## src/rtl/mips_lite_multicycle_core_pkg.sv

```systemverilog
// Shared types and helpers for the MIPS-lite multi-cycle core.
package mips_lite_multicycle_core_pkg;

  typedef enum logic [5:0] {
    OpAdd  = 6'd0,  OpAddi = 6'd1,  OpSub  = 6'd2,  OpSubi = 6'd3,
    OpMul  = 6'd4,  OpMuli = 6'd5,  OpOr   = 6'd6,  OpOri  = 6'd7,
    OpAnd  = 6'd8,  OpAndi = 6'd9,  OpXor  = 6'd10, OpXori = 6'd11,
    OpLdw  = 6'd12, OpStw  = 6'd13, OpBz   = 6'd14, OpBeq  = 6'd15,
    OpJr   = 6'd16, OpHalt = 6'd17
  } opcode_t;

  typedef enum logic [2:0] {
    StIdle, StFetch, StDecode, StExec, StMem, StWb, StHalted
  } core_state_t;

  // Instruction field positions
  localparam int unsigned OpMsb = 31;
  localparam int unsigned OpLsb = 26;
  localparam int unsigned RsMsb = 25;
  localparam int unsigned RsLsb = 21;
  localparam int unsigned RtMsb = 20;
  localparam int unsigned RtLsb = 16;
  localparam int unsigned RdMsb = 15;
  localparam int unsigned RdLsb = 11;
  localparam int unsigned ImmMsb = 15;

  // Immediate-form encodings: odd ALU opcodes plus memory and branch ops.
  function automatic logic is_itype(input logic [5:0] op);
    return (op <= 6'd11 && op[0]) || op == OpLdw || op == OpStw || op == OpBz || op == OpBeq;
  endfunction

  // 64-bit sign extension; callers truncate to XLEN/AW (both <= 64).
  function automatic logic [63:0] sext16(input logic [15:0] imm);
    return {{48{imm[15]}}, imm};
  endfunction

endpackage

```

## src/rtl/mips_lite_alu.sv

```systemverilog
// Combinational ALU: add/sub/mul/or/and/xor; anything else adds (address generation).
module mips_lite_alu
  import mips_lite_multicycle_core_pkg::*;
#(
  parameter int unsigned XLEN = 32
) (
  input  opcode_t         op_i,
  input  logic [XLEN-1:0] a_i,
  input  logic [XLEN-1:0] b_i,
  output logic [XLEN-1:0] result_o,
  output logic            zero_o
);

  // Register and immediate forms of each operation share one datapath.
  always_comb begin
    case (op_i)
      OpSub, OpSubi: result_o = a_i - b_i;
      OpMul, OpMuli: result_o = a_i * b_i;
      OpOr,  OpOri:  result_o = a_i | b_i;
      OpAnd, OpAndi: result_o = a_i & b_i;
      OpXor, OpXori: result_o = a_i ^ b_i;
      default:       result_o = a_i + b_i;
    endcase
    zero_o = (result_o == '0);
  end

endmodule

```

## src/rtl/mips_lite_multicycle_core.sv

```systemverilog
// Multi-cycle MIPS-lite core: FETCH/DECODE/EXEC/MEM/WB FSM with req/ack memories.
// Optional macro STATS_EN adds per-class retirement counters.
module mips_lite_multicycle_core
  import mips_lite_multicycle_core_pkg::*;
#(
  parameter int unsigned   XLEN     = 32,
  parameter int unsigned   NREGS    = 32,
  parameter int unsigned   AW       = 32,
  parameter logic [AW-1:0] RESET_PC = '0
) (
  input  logic            clk,
  input  logic            rst_n,
  input  logic            start,
  output logic            imem_req,
  output logic [AW-1:0]   imem_addr,
  input  logic            imem_ack,
  input  logic [31:0]     imem_rdata,
  output logic            dmem_req,
  output logic            dmem_we,
  output logic [AW-1:0]   dmem_addr,
  output logic [XLEN-1:0] dmem_wdata,
  input  logic            dmem_ack,
  input  logic [XLEN-1:0] dmem_rdata,
  output logic            halted,
  output logic            illegal,
  output logic [AW-1:0]   pc_out,
  output logic [31:0]     instr_count,
  output logic [31:0]     cycle_count
`ifdef STATS_EN
  ,
  output logic [31:0]     stat_alu,
  output logic [31:0]     stat_mem,
  output logic [31:0]     stat_ctrl,
  output logic [31:0]     stat_taken
`endif
);

  localparam int unsigned RW = (NREGS > 1) ? $clog2(NREGS) : 1;

  function automatic logic [RW-1:0] ridx(input logic [4:0] f);
    return RW'(32'(f) % NREGS);
  endfunction

  core_state_t     state_q, state_d;
  logic [AW-1:0]   pc_q, pc_d, dmem_addr_q, dmem_addr_d;
  logic [31:0]     ir_q, ir_d, icnt_q, icnt_d, ccnt_q, ccnt_d;
  logic [XLEN-1:0] a_q, a_d, b_q, b_d, res_q, res_d, dmem_wdata_q, dmem_wdata_d;
  logic            imem_req_q, imem_req_d, dmem_req_q, dmem_req_d, dmem_we_q, dmem_we_d;
  logic            halted_q, halted_d, illegal_q, illegal_d, retire;
  logic [XLEN-1:0] regs_q [NREGS];
  logic            rf_we;
  logic [RW-1:0]   rf_waddr, rs_idx, rt_idx, rd_idx;

  logic [5:0]      op;
  logic            is_alu;
  logic [XLEN-1:0] imm_x, alu_b, alu_res;
  logic [AW-1:0]   imm_aw, mem_addr;
  opcode_t         alu_op;
  logic            alu_zero;

  assign op       = ir_q[OpMsb:OpLsb];
  assign rs_idx   = ridx(ir_q[RsMsb:RsLsb]);
  assign rt_idx   = ridx(ir_q[RtMsb:RtLsb]);
  assign rd_idx   = ridx(ir_q[RdMsb:RdLsb]);
  assign imm_x    = XLEN'(sext16(ir_q[ImmMsb:0]));
  assign imm_aw   = AW'(sext16(ir_q[ImmMsb:0]));
  assign is_alu   = (op <= 6'd11);
  assign mem_addr = {dmem_addr_d_raw()};

  function automatic logic [AW-1:0] dmem_addr_d_raw();
    logic [AW-1:0] t;
    t = AW'(alu_res);
    t[1:0] = 2'b00;
    return t;
  endfunction

  // Operand/op select: branches compare via subtraction, immediates replace rt.
  always_comb begin
    alu_op = opcode_t'(op);
    alu_b  = b_q;
    if (op == OpBz) begin
      alu_op = OpSub;
      alu_b  = '0;
    end else if (op == OpBeq) begin
      alu_op = OpSub;
    end else if (is_itype(op)) begin
      alu_b = imm_x;
    end
  end

  mips_lite_alu #(
    .XLEN(XLEN)
  ) u_alu (
    .op_i    (alu_op),
    .a_i     (a_q),
    .b_i     (alu_b),
    .result_o(alu_res),
    .zero_o  (alu_zero)
  );

  // Next-state, datapath and registered-output logic of the sequencer.
  always_comb begin
    state_d      = state_q;
    pc_d         = pc_q;
    ir_d         = ir_q;
    a_d          = a_q;
    b_d          = b_q;
    res_d        = res_q;
    imem_req_d   = imem_req_q;
    dmem_req_d   = dmem_req_q;
    dmem_we_d    = dmem_we_q;
    dmem_addr_d  = dmem_addr_q;
    dmem_wdata_d = dmem_wdata_q;
    halted_d     = halted_q;
    illegal_d    = illegal_q;
    icnt_d       = icnt_q;
    ccnt_d       = ccnt_q;
    retire       = 1'b0;
    rf_we        = 1'b0;
    rf_waddr     = is_itype(op) ? rt_idx : rd_idx;
    if (state_q != StIdle && state_q != StHalted) ccnt_d = ccnt_q + 32'd1;
    unique case (state_q)
      StIdle: begin
        if (start) begin
          state_d    = StFetch;
          pc_d       = RESET_PC;
          imem_req_d = 1'b1;
        end
      end
      StFetch: begin
        if (imem_ack) begin
          ir_d       = imem_rdata;
          imem_req_d = 1'b0;
          state_d    = StDecode;
        end
      end
      StDecode: begin
        a_d     = regs_q[rs_idx];
        b_d     = regs_q[rt_idx];
        state_d = StExec;
      end
      StExec: begin
        pc_d = pc_q + AW'(4);
        if (is_alu) begin
          res_d   = alu_res;
          state_d = StWb;
        end else begin
          case (op)
            OpLdw, OpStw: begin
              dmem_req_d   = 1'b1;
              dmem_we_d    = (op == OpStw);
              dmem_addr_d  = mem_addr;
              dmem_wdata_d = b_q;
              state_d      = StMem;
            end
            OpBz, OpBeq: begin
              if (alu_zero) pc_d = pc_q + (imm_aw << 2);
              state_d    = StFetch;
              imem_req_d = 1'b1;
              retire     = 1'b1;
            end
            OpJr: begin
              pc_d       = AW'(a_q);
              state_d    = StFetch;
              imem_req_d = 1'b1;
              retire     = 1'b1;
            end
            OpHalt: begin
              halted_d = 1'b1;
              state_d  = StHalted;
              retire   = 1'b1;
            end
            default: begin
              illegal_d = 1'b1;
              halted_d  = 1'b1;
              state_d   = StHalted;
              retire    = 1'b1;
            end
          endcase
        end
      end
      StMem: begin
        if (dmem_ack) begin
          dmem_req_d = 1'b0;
          if (dmem_we_q) begin
            state_d    = StFetch;
            imem_req_d = 1'b1;
            retire     = 1'b1;
          end else begin
            res_d   = dmem_rdata;
            state_d = StWb;
          end
        end
      end
      StWb: begin
        rf_we      = 1'b1;
        state_d    = StFetch;
        imem_req_d = 1'b1;
        retire     = 1'b1;
      end
      StHalted: ;
      default: state_d = StIdle;
    endcase
    if (retire) icnt_d = icnt_q + 32'd1;
  end

  // Sequencer state and registered outputs.
  always_ff @(posedge clk or negedge rst_n) begin
    if (!rst_n) begin
      state_q      <= StIdle;
      pc_q         <= RESET_PC;
      ir_q         <= '0;
      a_q          <= '0;
      b_q          <= '0;
      res_q        <= '0;
      imem_req_q   <= 1'b0;
      dmem_req_q   <= 1'b0;
      dmem_we_q    <= 1'b0;
      dmem_addr_q  <= '0;
      dmem_wdata_q <= '0;
      halted_q     <= 1'b0;
      illegal_q    <= 1'b0;
      icnt_q       <= '0;
      ccnt_q       <= '0;
    end else begin
      state_q      <= state_d;
      pc_q         <= pc_d;
      ir_q         <= ir_d;
      a_q          <= a_d;
      b_q          <= b_d;
      res_q        <= res_d;
      imem_req_q   <= imem_req_d;
      dmem_req_q   <= dmem_req_d;
      dmem_we_q    <= dmem_we_d;
      dmem_addr_q  <= dmem_addr_d;
      dmem_wdata_q <= dmem_wdata_d;
      halted_q     <= halted_d;
      illegal_q    <= illegal_d;
      icnt_q       <= icnt_d;
      ccnt_q       <= ccnt_d;
    end
  end

  // Register file; written only from WB.
  always_ff @(posedge clk or negedge rst_n) begin
    if (!rst_n) begin
      for (int i = 0; i < NREGS; i++) regs_q[i] <= '0;
    end else if (rf_we) begin
      regs_q[rf_waddr] <= res_q;
    end
  end

  assign imem_req    = imem_req_q;
  assign imem_addr   = pc_q;
  assign dmem_req    = dmem_req_q;
  assign dmem_we     = dmem_we_q;
  assign dmem_addr   = dmem_addr_q;
  assign dmem_wdata  = dmem_wdata_q;
  assign halted      = halted_q;
  assign illegal     = illegal_q;
  assign pc_out      = pc_q;
  assign instr_count = icnt_q;
  assign cycle_count = ccnt_q;

`ifdef STATS_EN
  logic [31:0] st_alu_q, st_alu_d, st_mem_q, st_mem_d, st_ctrl_q, st_ctrl_d, st_tkn_q, st_tkn_d;

  // Classify each retirement; JR always counts as taken.
  always_comb begin
    st_alu_d  = st_alu_q;
    st_mem_d  = st_mem_q;
    st_ctrl_d = st_ctrl_q;
    st_tkn_d  = st_tkn_q;
    if (retire) begin
      if (is_alu) st_alu_d = st_alu_q + 32'd1;
      else if (op == OpLdw || op == OpStw) st_mem_d = st_mem_q + 32'd1;
      else if (op == OpBz || op == OpBeq || op == OpJr || op == OpHalt)
        st_ctrl_d = st_ctrl_q + 32'd1;
      if (state_q == StExec && (op == OpJr || ((op == OpBz || op == OpBeq) && alu_zero)))
        st_tkn_d = st_tkn_q + 32'd1;
    end
  end

  // Statistics counters.
  always_ff @(posedge clk or negedge rst_n) begin
    if (!rst_n) begin
      st_alu_q  <= '0;
      st_mem_q  <= '0;
      st_ctrl_q <= '0;
      st_tkn_q  <= '0;
    end else begin
      st_alu_q  <= st_alu_d;
      st_mem_q  <= st_mem_d;
      st_ctrl_q <= st_ctrl_d;
      st_tkn_q  <= st_tkn_d;
    end
  end

  assign stat_alu   = st_alu_q;
  assign stat_mem   = st_mem_q;
  assign stat_ctrl  = st_ctrl_q;
  assign stat_taken = st_tkn_q;
`endif

endmodule

```

## config.mk

```make
export PLATFORM = sky130hd
export DESIGN_NAME = mips_lite_multicycle_core
export DESIGN_NICKNAME = d
export VERILOG_FILES = /design/src/rtl/mips_lite_multicycle_core_pkg.sv /design/src/rtl/mips_lite_alu.sv /design/src/rtl/mips_lite_multicycle_core.sv
export SDC_FILE = /design/constraint.sdc
export NUM_CORES = 2
export LEC_CHECK = 0
export CAP_MARGIN = 20
export CORE_MARGIN = 3
export CORE_UTILIZATION = 36
export CTS_BUF_LIST = sky130_fd_sc_hd__clkbuf_4 sky130_fd_sc_hd__clkbuf_8 sky130_fd_sc_hd__clkbuf_16
export DETAILED_ROUTE_END_ITERATION = 16
export SKIP_LAST_GASP = 1
export SLEW_MARGIN = 20
export SYNTH_ARGS = -nofsm -noshare
export SYNTH_HDL_FRONTEND = slang
export SYNTH_SLANG_ARGS = --single-unit
```

## constraint.sdc

```tcl
create_clock -name clk -period 13 [get_ports clk]
set_input_delay 1.3 -clock clk [delete_from_list [all_inputs] [get_ports clk]]
set_output_delay 1.3 -clock clk [all_outputs]
set_load 0.02 [all_outputs]
```

[Word level (Yosys, flattened, before mapping)]
Index checks and enable logic that the tools add are counted.
Word-level totals
  input port bits: 69
  logic and storage cells: 182
  output and inout bits: 197
  flip-flop bits (word level): 1318
  latch bits: 0
  RAM bits: 0
  memories kept: 0
  ROM bits: 0
Cells by class
  reductions and logical operators: 32
  shift-type cells: 0
  bitwise logic cells: 10
  order comparisons: 5
  multiplexer cells: 49
  equal/unequal tests: 32
  $mul: 1
  divide/modulo/power cells: 0
  add/sub/neg operators: 6
Operators with widths (number)
  bitwise mux 1024 bit: 1
  2-to-1 mux 32 bit: 14
  binary-select mux 32 bit (select 5 bit): 2
  one-hot mux 32 bit (2 select lines): 3
  demux 32 bit (select 5 bit): 1
  one-hot mux 32 bit (5 select lines): 1
  adder 32 x 1 -> 32 bit (second input constant): 2
  adder 32 bit: 2
  == test 6 x 4 -> 1 bit (second input constant): 8
  adder 32 x 3 -> 32 bit (second input constant): 1
  AND 32 bit: 1
  zero test 32 bit: 1
  multiplier 32 x 32 -> 32 bit: 1
  bitwise OR 32 bit: 1
  subtractor 32 bit: 1
  bitwise XOR 32 bit: 1
  == test 6 x 3 -> 1 bit (second input constant): 4
  one-hot mux 3 bit (7 select lines): 1
  >= comparator 6 bit (second input constant): 3
  NOT 5 -> 6 bit: 3
  != test 2 bit (second input constant): 8
  2-to-1 mux 3 bit: 5
  2-to-1 mux 1 bit: 14
  OR reduction 2 bit: 7
  other kinds (29): 49

[Depth between registers and ports, before layout]
  word-level depth: 16
  depth in mapped cells: 41
  depth with buffers taken out: 34

[By module]
From an unflattened synthesis, not the netlist that was laid out.
Unflattened totals
  cell total of the unflattened synthesis: 7110
  area, all modules: 88338.5 um^2
Modules (own cells, without submodules)
  mips_lite_multicycle_core: cells each 4692, times used 1, area an instance 68818.5 um^2
  mips_lite_alu: cells each 2418, times used 1, area an instance 19520.0 um^2

[Worst setup path before layout]
OpenSTA, ideal clock, no wires.
  path kind: reg2reg
  start: register ir_q[31]
  end: register pc_q[15] (netlist: imem_addr[15])
  required time: 12868 ps
  library setup time: 132 ps
  path buffers: 10
  setup slack: 3236 ps
  stages on the path, launching flop included: 40
  arrival: 9632 ps
  path through: dfrtp_1 buf_2 or2_1 buf_4 nor3_4 buf_4 buf_4 buf_6 clkbuf_1 nor2_1 inv_1 clkbuf_1 nor2_1 fa_1 fa_1 fa_1 inv_1 fa_1 [4 not listed] inv_1 fa_1 fa_1 ha_1 clkbuf_1 nand2_1 or4_1 o211ai_1 nand2_1 xnor2_1 a221oi_1 nand4_1 nor4b_1 nand4b_1 buf_6 buf_6 o41ai_2 o21ai_1
Between the ends
  cells in the longest elaborated chain, start to end: 16
  elaborated cells on any way between the ends: 44
Ends and longest elaborated chain
  from (decl): line mips_lite_multicycle_core.sv:46  | logic [31:0] ir_q, ir_d, icnt_q, icnt_d, ccnt_q, ccnt_d;
  from (signal assigned): line mips_lite_multicycle_core.sv:228  | ir_q <= ir_d;
  less-or-equal comparator 6 x 4 -> 1 bit: line mips_lite_multicycle_core_pkg.sv:29, mips_lite_multicycle_core.sv:67
  logical AND 1 bit: line mips_lite_multicycle_core_pkg.sv:29  | return (op <= 6'd11 && op[0]) || op == OpLdw || op == OpStw || op == OpBz || op == OpBeq;
  logical OR 1 bit (4 in series): line mips_lite_multicycle_core_pkg.sv:29
  2-to-1 mux 32 bit: line mips_lite_multicycle_core.sv:86  | end else if (is_itype(op)) begin
  2-to-1 mux 32 bit: line mips_lite_multicycle_core.sv:84  | end else if (op == OpBeq) begin
  2-to-1 mux 32 bit: line mips_lite_multicycle_core.sv:81  | if (op == OpBz) begin
  multiplier 32 x 32 -> 32 bit, or another cell as far along: line mips_lite_alu.sv:18  | OpMul, OpMuli: result_o = a_i * b_i;
  one-hot mux 32 bit (5 select lines): line mips_lite_alu.sv:16  | case (op_i)
  zero test 32 bit: line mips_lite_alu.sv:24  | zero_o = (result_o == '0);
  2-to-1 mux 32 bit: line mips_lite_multicycle_core.sv:157  | if (alu_zero) pc_d = pc_q + (imm_aw << 2);
  one-hot mux 32 bit (2 select lines): line mips_lite_multicycle_core.sv:148  | case (op)
  2-to-1 mux 32 bit *: line mips_lite_multicycle_core.sv:144  | if (is_alu) begin
  one-hot mux 32 bit (2 select lines) *: line mips_lite_multicycle_core.sv:122  | unique case (state_q)
  to (signal assigned): line mips_lite_multicycle_core.sv:227  | pc_q <= pc_d;
  to (decl): line mips_lite_multicycle_core.sv:45  | logic [AW-1:0] pc_q, pc_d, dmem_addr_q, dmem_addr_d;
Every way passes the cells marked *; elsewhere a longest branch is shown, timed or not.
A chain may end at the register's enable or synchronous reset.

[Worst setup path in the final report]
  start: register ir_q[27]
  end: register pc_q[30] (netlist: imem_addr[30])
Same word-level chain as after synthesis.

==> results.md <==
- Reg2reg path depth: 32
- CP Capture Type: flip-flop
- First-pass GRT wire length: 468000 µm
- Routed vias: 62500
- Synthesis warning total: 0
- Commonest non-fill, non-tap cell in the layout: dfrtp_1
- Layout Nets: 7949
- Flops & latches, synth: 1318
- Site Rows: 181
- Root Buffer Master: clkbuf_16
- Status: finished, final reports clean
- Final min period: 11.94 ns
- Critical path class: flip-flop to flip-flop
- Sequential share of the synthesized area: 37.2%
- Final Setup Violations: 0
- Vias in the first global route: 64200
- Fraction of layout instances using a drive strength above 1: 30.7%
- Relative slew margins: 12.7%
- Starting DRT DRC Count: 6339
- Total wire length: 323000 µm
- Ports: 266
- Critical Path AT: 12.64 ns
- Post-synth top flop: dfrtp_1
- Worst Tran Pin Value: 1.30 ns
- DRC violation count after routing: 0
- Synthesized area: 88700 µm²
- Post CTS Setup Buffer Count: 0
- Max Fanout on Critical Path: 24
- Dpl hpwl: 216000 µm
- Initial core utilization: 36.3%
- Cells after Synth: 7181
- Max incr delay on CP: 0.82 ns
- Die ar.: 252000 µm²
- Async set-reset flop share out of synthesis: 100%
- Max Cap Viol: 0
- Worst EP required: 13.70 ns
- Die X: 502 µm
- PortBufs: 263
- Num Clock Sinks: 1318
- Peak Freq: 0.0837 GHz
- Reg-to-reg critical path endpoint: imem_addr[30]$_DFFE_PN0P_
- Clk_lat worst skew: 0.81 ns
- Die H: 502 µm
- Crit share post-route: 91.9%
- Commonest non-fill, non-tap cells in the layout: dfrtp_1, mux2_2, mux4_2, nor2_1, nand2_1
- Post-CTS Resized: 0
- Synthesis-to-layout area growth: 12.9%
- GP Congestion: 1.03
- Post-synth EDFFs: 0
- GRT Resource Usage Total: 25.5%
- Worst-path clk slew: 0.07 ns
- Worst R2R Start: ir_q[27]$_DFFE_PN0P_
- Antenna-violating nets left: 0
- DR pass1 iterations: 6
- Cts bufs inserted: 149
- Crit-path slowest cell: dfrtp_1
- Worst R2R Setup Slack: 1.06 ns
- Synth Area per Inst: 12.3 µm²
- Kind of start point of the critical path: flip-flop
- HP Class: input port to async pin
- Number of H-tree levels: 4
- Synth cell types: 91
- Max Slew Vio Count: 0
- RSZ-0062 raised after global routing: false
- CP top delay family: adder cells
- Max Root-Sink Buffers: 3
- Initial antenna violation count: 12
- Fin Clk Skew: 0.0583 ns
- Crit path buf inv count: 5
- CTS tree: done
- Area of the multi-input gates: 51800 µm²
- Final hold vios: 0
- Total stage count of the critical path: 32
- CP dominant cell by count: fa_1
- Setup TNS: 0 ns
- Hold slack: 0.458 ns
- Register area: 33000 µm²
- Core Box Area: 244000 µm²
- Largest net degree at the start of global routing: 158
- Post-DR vias/cell: 5.92
- Post-CTS Hold Buffers: 0
- GRT overflow: 0
- Fill cells: 22600
- DR WL/cell: 30.7 µm
## worst max path at each step
stage,from,to,slack (ns)
after global routing,ir_q[27]$_DFFE_PN0P_,imem_addr[30]$_DFFE_PN0P_,0.48
final,ir_q[27]$_DFFE_PN0P_,imem_addr[30]$_DFFE_PN0P_,1.06
after CTS,ir_q[27]$_DFFE_PN0P_,imem_addr[30]$_DFFE_PN0P_,1.31
after floorplan,ir_q[31]$_DFFE_PN0P_,imem_addr[15]$_DFFE_PN0P_,3.24
after detailed placement,ir_q[27]$_DFFE_PN0P_,imem_addr[30]$_DFFE_PN0P_,1.36
after global placement,ir_q[27]$_DFFE_PN0P_,imem_addr[25]$_DFFE_PN0P_,1.52
## layer usage
| metal | vias to the layer above | wire [µm] | global-route usage, % | part of all wire, % |
|---|---|---|---|---|
| met5 | - | 47 | 0 | 0.015 |
| met4 | 8 | 16800 | 11.5 | 5.2 |
| met3 | 679 | 24600 | 4.79 | 7.6 |
| met2 | 2735 | 151000 | 40.5 | 47 |
| li1 | 25800 | - | - | - |
| met1 | 33300 | 131000 | 34.0 | 41 |
## per-stage QoR
step / instance area [µm²] / util (%) / instances / setup WS [ns]
floorplan: 88700 / - / 7182 / 3.24
finish: 100000 / 41.0 / 10500 / 1.06
CTS: 100000 / 41.0 / 10500 / 1.31
detailed placement: 94800 / 38.8 / 10300 / 1.36
global route: 100000 / 41.0 / 10500 / 0.475
global placement: 94800 / 38.8 / 10300 / 1.52
## final cells by class
cell class                      instances  area share, %
Antenna cell                            6         0.0150
Clock buffer                          223           4.50
Clock inverter                         44          0.772
Inverter                              474           1.78
Multi-Input combinational cell       4824           51.8
Sequential cell                      1318           33.0
Tap cell                             3202           4.00
Timing Repair Buffer                  452           4.17
## registers in the layout (all words and copies together) (netlist names)
signal / flops
a_q: 32
b_q: 32
cycle_count: 32
dmem_addr: 30
dmem_req: 1
dmem_wdata: 32
dmem_we: 1
halted: 1
illegal: 1
imem_addr: 32
imem_req: 1
instr_count: 32
ir_q: 32
regs_q: 1024
res_q: 32
state_q: 3
## cell families (layout without fill, tap and decap cells)
group / Yosys count / count (layout) / share of synthesized area [%]
other: 1 / 8 / 0.00423
buffers and inverters: 1040 / 1193 / 4.63
AOI/OAI and AO/OA: 697 / 697 / 4.99
DFF: 1318 / 1318 / 37.2
muxes: 1816 / 1816 / 31.0
xor gates and xnor gates: 225 / 225 / 2.36
and+or+nand+nor: 1423 / 1423 / 6.99
adders and majority gates: 661 / 661 / 12.8
## Yosys cell counts, drive strengths merged, types with 10 or more instances
master | number | share of area [%]
o21bai | 17 | 0.14
or3 | 26 | 0.19
xor2 | 62 | 0.61
fa | 410 | 9.3
o221ai | 18 | 0.18
a221oi | 18 | 0.18
and4 | 10 | 0.099
nand3 | 67 | 0.39
a22oi | 24 | 0.20
nand2b | 16 | 0.11
a31oi | 22 | 0.16
nand4 | 32 | 0.23
o21ai | 152 | 0.86
a21oi | 228 | 1.3
nor2 | 561 | 2.4
and3 | 38 | 0.27
mux4 | 640 | 16
clkbuf | 402 | 1.7
xnor2 | 154 | 1.5
dfrtp | 1318 | 37
nor3 | 54 | 0.32
o31ai | 18 | 0.15
o22ai | 13 | 0.092
or4 | 12 | 0.11
a211oi | 24 | 0.20
clkinv | 14 | 0.059
buf | 164 | 0.93
o21a | 27 | 0.23
ha | 251 | 3.5
inv | 460 | 1.9
a21o | 43 | 0.36
mux2 | 1063 | 13
nor4 | 12 | 0.10
o211ai | 16 | 0.14
nor2b | 15 | 0.11
mux2i | 113 | 1.3
nand2 | 529 | 2.3
Power is not shown: default switching activity piles up to over one toggle a cycle in this logic, so the estimate is an artifact.
